$ cat config.mk
export PLATFORM = sky130hd
export DESIGN_NAME = memory_arbiter
export DESIGN_NICKNAME = d
export VERILOG_FILES = /design/src/rtl/memory_arbiter.sv
export SDC_FILE = /design/constraint.sdc
export NUM_CORES = 1
export LEC_CHECK = 0
export ABC_AREA = 1
export CAP_MARGIN = 10
export CORE_AREA = 2 2 104 106
export DETAILED_ROUTE_END_ITERATION = 8
export DIE_AREA = 0 0 106 108
export GPL_TIMING_DRIVEN = 0
export SLEW_MARGIN = 0
export SYNTH_ARGS = -nofsm -noshare
export SYNTH_HDL_FRONTEND = slang
export SYNTH_SLANG_ARGS = --single-unit
$ cat constraint.sdc
create_clock -name CLK -period 1.38 [get_ports CLK]
set_input_delay 0.276 -clock CLK [delete_from_list [all_inputs] [get_ports CLK]]
set_output_delay 0.276 -clock CLK [all_outputs]
set_load 0.1 [all_outputs]
$ cat src/rtl/memory_arbiter.sv
// memory_arbiter: arbitrates instruction fetch and data requests onto one RAM port,
// data first, with a starvation counter that forces an instruction grant.
module memory_arbiter #(
  parameter int STARVE_MAX = 4,
  parameter int WORD_W     = 32
) (
  input  logic              CLK,
  input  logic              nRST,
  input  logic              iREN,
  input  logic [WORD_W-1:0] iaddr,
  output logic [WORD_W-1:0] iload,
  output logic              iwait,
  input  logic              dREN,
  input  logic              dWEN,
  input  logic [WORD_W-1:0] daddr,
  input  logic [WORD_W-1:0] dstore,
  output logic [WORD_W-1:0] dload,
  output logic              dwait,
  output logic              ramREN,
  output logic              ramWEN,
  output logic [WORD_W-1:0] ramaddr,
  output logic [WORD_W-1:0] ramstore,
  input  logic [WORD_W-1:0] ramload,
  input  logic [1:0]        ramstate
);
  localparam int CW = $clog2(STARVE_MAX + 1);
  localparam logic [CW-1:0] SMAX = CW'(STARVE_MAX);
  localparam logic [1:0] ACCESS = 2'd2;

  typedef enum logic [1:0] {IDLE, IGRANT, DGRANT} state_t;

  state_t          state;
  logic [CW-1:0]   starve_cnt;
  logic            dreq, i_act, d_act, i_done, d_done;

  assign dreq   = dREN | dWEN;
  // a granted requester that drops its request aborts; enables fall in the same cycle
  assign i_act  = state == IGRANT && iREN;
  assign d_act  = state == DGRANT && dreq;
  assign i_done = i_act && ramstate == ACCESS;
  assign d_done = d_act && ramstate == ACCESS;

  assign ramREN   = i_act | (d_act & ~dWEN);
  assign ramWEN   = d_act & dWEN;
  assign ramaddr  = state == IGRANT ? iaddr : state == DGRANT ? daddr : '0;
  assign ramstore = state == DGRANT ? dstore : '0;
  assign iwait    = ~i_done;
  assign dwait    = ~d_done;
  assign iload    = ramload;
  assign dload    = ramload;

  always_ff @(posedge CLK or negedge nRST) begin
    if (!nRST) begin
      state      <= IDLE;
      starve_cnt <= '0;
    end else begin
      if (state == IDLE)
        state <= (dreq && !(iREN && starve_cnt == SMAX)) ? DGRANT : iREN ? IGRANT : IDLE;
      else if (!(i_act || d_act) || i_done || d_done)
        state <= IDLE;
      if (i_done || (d_done && !iREN))
        starve_cnt <= '0;
      else if (d_done && starve_cnt != SMAX)
        starve_cnt <= starve_cnt + 1'b1;
    end
  end
endmodule

## Yosys cells after proc, flatten, opt, wreduce, memory -nomap -nowiden

Index checks and enable logic that the tools add are counted.

| word-level totals | value |
|---|---|
| bits of input ports | 135 |
| logic and storage cells | 42 |
| register bits after elaboration | 5 |
| output and inout bits | 132 |

| operators by class | value |
|---|---|
| bitwise logic cells | 7 |
| add/sub/neg operators | 1 |
| reductions and logical operators | 18 |
| equal/unequal tests | 5 |
| muxes and demuxes | 9 |

Operators with widths:

| operator | number |
|---|---|
| $mux 32 | 3 |
| $logic_and 1x1->1 | 8 |
| $mux 2 | 3 |
| $mux 3 | 2 |
| $eq 2x2->1 const B | 2 |
| $logic_or 1x1->1 | 4 |
| $reduce_bool 2->1 | 2 |
| $add 3x1->3 const B | 1 |
| $eq 3x3->1 const B | 1 |
| $logic_not 1->1 | 3 |
| $ne 3x3->1 const B | 1 |
| $not 1->1 | 3 |
| $and 1x1->1 | 2 |
| $eq 2x1->1 const B | 1 |
| $logic_not 2->1 | 1 |
| $or 1x1->1 | 2 |
| $mux 1 | 1 |

## Depth between registers and ports, before layout

Gate-level depths: netlist of run 1.

| depth | value |
|---|---|
| depth after elaboration | 8 |
| depth in mapped cells | 8 |
| mapped depth without buffers | 8 |

## Worst setup path after synthesis of run 1

Ideal clock, no wire load.

| timing path | value |
|---|---|
| path type | reg2out |
| start point | register state[1] |
| end point | output port ramREN |
| cell stages (with the launch flop) | 5 |
| path slack | -1,712 ps |
| data arrival time | 2,816 ps |
| cell sequence | dfrtp_1 -> inv_2 -> nor2_4 -> nand2_1 -> o21ai_0 |

| on the way | value |
|---|---|
| longest elaborated chain between the ends | 4 |
| elaborated cells between the ends (all ways) | 6 |
| those cells by class | 2 x eq/ne; 2 x bitwise; 2 x reduce/logical |

RTL lines:

| element | RTL line | source |
|---|---|---|
| start: declaration | 32 | `state_t state;` |
| start signal: assignment | 58 | `state <= (dreq && !(iREN && starve_cnt == SMAX)) ? DGRANT : iREN ? IGRANT : IDLE;` |
| $eq 2x2->1 | 39 | `assign d_act = state == DGRANT && dreq;` |
| $logic_and 1x1->1 | 39 |  |
| $and 1x1->1 | 43 | `assign ramREN = i_act \| (d_act & ~dWEN);` |
| $or 1x1->1 (*) | 43 |  |
| end: declaration | 19 | `output logic ramREN,` |

Every way passes the cells marked *; elsewhere a longest branch is shown, timed or not.

## Worst setup path in the final report of run 1

Ends and elaborated chain as after synthesis.

==> reports/results.ini, run 1 <==
[clock_network]
tritoncts.num_buffers=3
cts_tree=done
hold_buffers=0
clk_latency_ns=0.23
clockBufferDepth=2
clock-sinks=5
clockRootBuffer=clkbuf_8
htree_levels=1
clk_pin_slew_ns=0.04

[die]
die_y_um=108
dieArea_sq_um=11400
pin_count=267
start_util_pct=14.0
die_w_um=106
rows=37
core_area_sq_um=10200

[status]
status=finished, violations left
violations=negative setup slack

[sta]
fin_skew_ns=0.00505
setup_ws_ns=-0.332
tightest_slew_ns=0.567
fmax_ghz=0.584
rsz0062_at_grt=true
final.period_utilization_pct=124
maxSlewViolCount=0
setup_violations=70
holdWs_ns=0.261
fin_crit_ns=1.71
hold_violations=0
slew_headroom_pct=62.4

[worst_setup_path]
path_max_fanout=5
rr_endpoint=starve_cnt[0]
start_kind=flop
ff2ff_setup_slack_ns=-0.05
end_kind=output port
critical_path_required_ns=1.10
cp.arrival_ns=1.44
rr_worst_depth=10
critPathKind=reg2out
rr_startpoint=state[1]

[global_route]
grt_use_total_pct=13.0
antenna_found_initial=0
grt_pass1_vias=2486
grt-ovfl-total=0
grt_max_degree=11
grt_pass1_wl_mm=12.0

[cells_and_area]
drive_gt1_share_pct=65.3
area_delta_synth_final_pct=287
final_common_cell=clkdlybuf4s50_1
final_cell_mix=clkdlybuf4s50_1 (101), buf_12 (72), buf_4 (72), clkdlybuf4s15_2 (64), inv_1 (39)
nets=619
n_antenna_cell=0
fillers=900
final_cell_count_no_fill=617

[synthesis]
synth_top_area_cell=buf_4
synth_area_leaders=buf_4 (35%), a22o_1 (20%), inv_1 (10%)
synth_area_per_cell_sq_um=6.46
synth_ff_type=dfrtp_1
ys_ff_latch=5
yosysWarnings=0
synthMuxAreaShare_pct=0
synth_xor_area_share_pct=0.613
synth_top_family_by_area=buffers and inverters
synthesis.nets=358
seq_area_frac_synth_pct=8.76
synth_compound_gate_area_share_pct=21.9
synth_top_cell_area_share_pct=35.2
synth_edf_count=0
syn_inst=221
synth_fa_ha_area_share_pct=1.75
synthesis.area_sq_um=1430
ys_async_sr_fraction_pct=100
synthSimpleGateAreaFrac_pct=18.8
yosys.cell_types.count=20

[drt]
drt-total-wl_mm=8.49
wl_met2_mm=4.99
ant_nets=0
viasPerCell=3.91
dr_wl_met3_um=691
drt_iter0_markers=89
route.detailed.drc=0
topRoutingLayerUsed=met4
post_drt_wl_per_cell_um=13.8
vias=2411
drt_pass1_iterations=4
wl_met1_mm=2.73

[place]
port_buffers=234
place.detailed.hpwl_mm=6.69
place_inst=591
gp_congestion=0.741
place_ws_ns=-1.43

[pwr]
p_leak_nw=2.47
p_per_area_nw_per_um2=2230
peakVddDrop_uv=1030

[flow_run]
cap_violations=0

[hold_path]
hp-class=in2async

[through the flow]
step | TNS (ns) | power, mW | area, sq um | util, %
after floorplan | -12.51 | 7.56 | 1800 | -
after global placement | -97.12 | 9.39 | 4310 | 42.1
after detailed placement | -98.23 | 9.43 | 4310 | 42.1
after CTS | -21.36 | 11.6 | 5230 | 51.1
after global routing | -25.69 | 12.7 | 5530 | 54.1
final | -20.54 | 12.3 | 5530 | 54.1
[cells in the mapped netlist (2+ instances only)]
library cell and count:
dfrtp_1 5, o22ai_1 2, nor2_4 2, a22o_1 32, nand3_1 3, buf_2 6
inv_1 39, nor2_1 36, o21ai_0 2, ha_1 2, buf_4 67, nand4_1 3
nand2_1 13, nor2_2 2, inv_2 2
[kinds of logic (layout without fill, tap and decap cells)]
kind of cell               Yosys count  count (layout)
xor gates and xnor gates             1               1
DFF                                  5               5
adders and majority gates            2               2
and+or+nand+nor                     61              62
buffers and inverters              114             373
AOI/OAI and AO/OA                   38              38
[final cells by class]
cell class,count,area (sq um),share of cell area (%)
Timing Repair Buffer,255,3360,60.7
Inverter,41,156,2.83
Buffer,73,608,11.0
Tap cell,136,170,3.08
Clock buffer,4,45.0,0.814
Multi-Input combinational cell,103,1070,19.3
Sequential cell,5,126,2.29
[routing by layer]
metal  vias up  track usage [%]
li1       1158                -
met1      1101             12.7
met2       145             27.3
met3         7             3.01
met4         0             2.44
met5         -                0
[worst max path at each step]
| stage | depth (start not counted) | start | slack, ns | endpoint |
|---|---|---|---|---|
| 6_report | 6 | state[1] | -0.33 | ramREN |
| 5_1_grt | 5 | state[0] | -0.42 | ramaddr[7] |
| 4_1_cts | 5 | state[1] | -0.37 | ramaddr[27] |
| 3_5_place_dp | 6 | dWEN | -1.43 | ramREN |
| 3_3_place_gp | 6 | dWEN | -1.43 | ramREN |
| 2_1_floorplan | 4 | state[1] | -0.23 | ramREN |
[power by group]
part	switching [mW]	total (mW)	internal, mW	leakage [nW]
Sequential	0.0716	0.285	0.213	0.0626
Combinational	7.41	11.8	4.36	2.39
Clock	0.0787	0.277	0.199	0.0228
Total	7.56	12.3	4.78	2.47
[flip-flops by register name (all words and copies together), names as in the netlist]
register,cells
starve_cnt,3
state,2
[worst max-delay path, cell delays in order (launching register included)]
cell and delay (ns):
dfrtp_2 0.39, inv_2 0.06, nor2_4 0.20, buf_6 0.14
nand2_4 0.05, o21ai_4 0.16, buf_12 0.19
[what timing repair did]
| action | CTS | global route |
|---|---|---|
| pin swaps | 3 | 16 |
| endpoints found under the setup margin | 132 | 73 |
| buffers inserted | 8 | 12 |
| cloned | 0 | 4 |
| gates resized for setup | 819 | 28 |
| endpoints found under the hold margin | 0 | 0 |
Power figures use the tool's default switching activity.
==> run 2: changes to the inputs <==
--- a/config.mk
+++ b/config.mk
@@ -11,6 +11,7 @@
 export DETAILED_ROUTE_END_ITERATION = 8
 export DIE_AREA = 0 0 106 108
 export GPL_TIMING_DRIVEN = 0
+export SKIP_LAST_GASP = 1
 export SLEW_MARGIN = 0
 export SYNTH_ARGS = -nofsm -noshare
 export SYNTH_HDL_FRONTEND = slang
==> run 2 against run 1 <==
Effect of this change: the flow still finishes with violations (negative setup slack); non-clock buffer count grew 1; routed wire length shrank 0.27%; via count decreased by 0.33%; hold slack better by 0.00065 ns; sequential power hardly changed; clock skew about the same; critical path type unchanged; clock power is essentially flat; clock-buffer cell count unchanged; first-iteration DRC count up 13%.
==> reports/results.ini, run 2 (synthesis gave the netlist of run 1 again) <==
[cells_and_area]
n_antenna_cell=0
final_cell_count_no_fill=618
top_regs=starve_cnt (3), state (2)
nets=620
area_delta_synth_final_pct=286
regMostFlops=starve_cnt
final_cell_mix=clkdlybuf4s50_1 (101), buf_4 (75), buf_12 (72), clkdlybuf4s15_2 (64), inv_1 (39)
drive_gt1_share_pct=65.8
fillers=899
largest_register_ffs=3
final_common_cell=clkdlybuf4s50_1

[sta]
tightest_slew_ns=0.568
fmax_ghz=0.584
fin_skew_ns=0.00488
fin_crit_ns=1.71
setup_violations=71
rsz0062_at_grt=true
final.period_utilization_pct=124
slew_headroom_pct=62.3
maxSlewViolCount=0
hold_violations=0
setup_ws_ns=-0.332

[drt]
route.detailed.drc=0
vias=2403
post_drt_wl_per_cell_um=13.7
viasPerCell=3.89
drt-total-wl_mm=8.47
drt_iter0_markers=101
drt_pass1_iterations=4
ant_nets=0

[clock_network]
htree_levels=1
tritoncts.num_buffers=3
clk_latency_ns=0.23
clk_pin_slew_ns=0.04
cts_tree=done
clockBufferDepth=2
clock-sinks=5
clockRootBuffer=clkbuf_8

[place]
place_ws_ns=-1.43
place_inst=591
place.detailed.hpwl_mm=6.69
port_buffers=234
gp_congestion=0.741

[flow_run]
cap_violations=0

[global_route]
grt_max_degree=11
antenna_found_initial=0
grt_use_total_pct=13.0
grt_pass1_wl_mm=12.0
grt_pass1_vias=2486
grt-ovfl-total=0

[pwr]
p_per_area_nw_per_um2=2240
switching_share_pct=61.4
switching_power_mw=7.56
p_leak_nw=2.45
peakVddDrop_uv=1030
p_clk_share_pct=2.3
power_mw=12.3
power.internal_mw=4.76
seqPwrFrac_pct=2.3
combPwrFrac_pct=95.4

[die]
dieArea_sq_um=11400
core_area_sq_um=10200
die_w_um=106
die_y_um=108
start_util_pct=14.0
rows=37
pin_count=267

[status]
violations=negative setup slack
status=finished, violations left

[worst_setup_path]
path_buf_inv=3
cp_cell_sequence=inv_2 > nor2_4 > buf_6 > nand2_4 > o21ai_4 > buf_12
cp_slowest_cell=dfrtp_2
path_delay_family=flip-flops
end_kind=output port
start_kind=flop
cp.arrival_ns=1.44
critPathKind=reg2out
critical_path_required_ns=1.10
path_max_fanout=5
crit_path_max_incr_delay_ns=0.39

[hold_path]
hp-class=in2async

-- run 2: cell types whose count changed in the layout (fill, tap and decap cells not counted), sizes merged --
cell / change
buf: +1
-- run 2: per-stage QoR --
stage	hold slack (ns)	TNS, ns	area (sq um)	util [%]
after detailed placement	0.505	-98.23	4310	42.1
after CTS	0.269	-21.36	5220	51.0
after global placement	0.503	-97.12	4310	42.1
final	0.262	-20.69	5510	53.8
after global routing	0.279	-25.87	5510	53.8
after floorplan	-0.0196	-12.51	1800	-
-- run 2: final cells by class --
cell class | count | area, sq um | share of cell area (%)
Tap cell | 136 | 170 | 3.09
Inverter | 41 | 156 | 2.84
Sequential cell | 5 | 126 | 2.29
Timing Repair Buffer | 256 | 3360 | 61.0
Buffer | 73 | 608 | 11.0
Multi-Input combinational cell | 103 | 1040 | 18.9
Clock buffer | 4 | 45.0 | 0.818
-- run 2: final timing paths --
kind / startpoint / end / slack [ns] / cells past startpoint
worst max-delay path: state[1] / ramREN / -0.33 / 6
worst min-delay path: nRST / state[0] / 0.26 / 1
worst max register to register: state[0] / starve_cnt[0] / -0.09 / 10
worst min register to register: starve_cnt[1] / starve_cnt[1] / 0.56 / 2
max in group asynchronous: nRST / state[1] / 0.92 / 1
min in group CLK: starve_cnt[1] / starve_cnt[1] / 0.56 / 2
-- run 2: worst register-to-register path, cell delays in order, from the launching register on --
cell,delay (ns)
dfrtp_1,0.42
inv_4,0.10
buf_12,0.13
nand2_8,0.07
buf_6,0.11
buf_4,0.13
nor2_4,0.11
nand3_2,0.11
nand2_1,0.08
nand2_1,0.05
nor2_1,0.09
-- run 2: power by group through the flow --
stage | Clock [mW] | Combinational (mW) | Sequential, mW
floorplan | 0 | 7.28 | 0.275
global placement | 0 | 9.10 | 0.285
detailed placement | 0 | 9.14 | 0.290
CTS | 0.276 | 11.0 | 0.290
global route | 0.299 | 12.1 | 0.296
finish | 0.278 | 11.8 | 0.287
-- run 2: what timing repair did --
item                                    4_1_cts  5_1_grt
gates cloned                                  0        4
hold endpoints to repair                      0        0
buffers inserted                              8       11
resized for setup                           818       25
pin swaps                                     3       11
hold buffers                                  0        0
endpoints found under the setup margin      132       73
-- run 2: per-layer routing --
| layer | part of all wire (%) | routed length (um) | global-route usage, % |
|---|---|---|---|
| met3 | 8.2 | 693 | 3.01 |
| met5 | 0 | 0 | 0 |
| met1 | 32 | 2740 | 12.7 |
| met4 | 1.0 | 86 | 2.44 |
| met2 | 58 | 4950 | 27.3 |
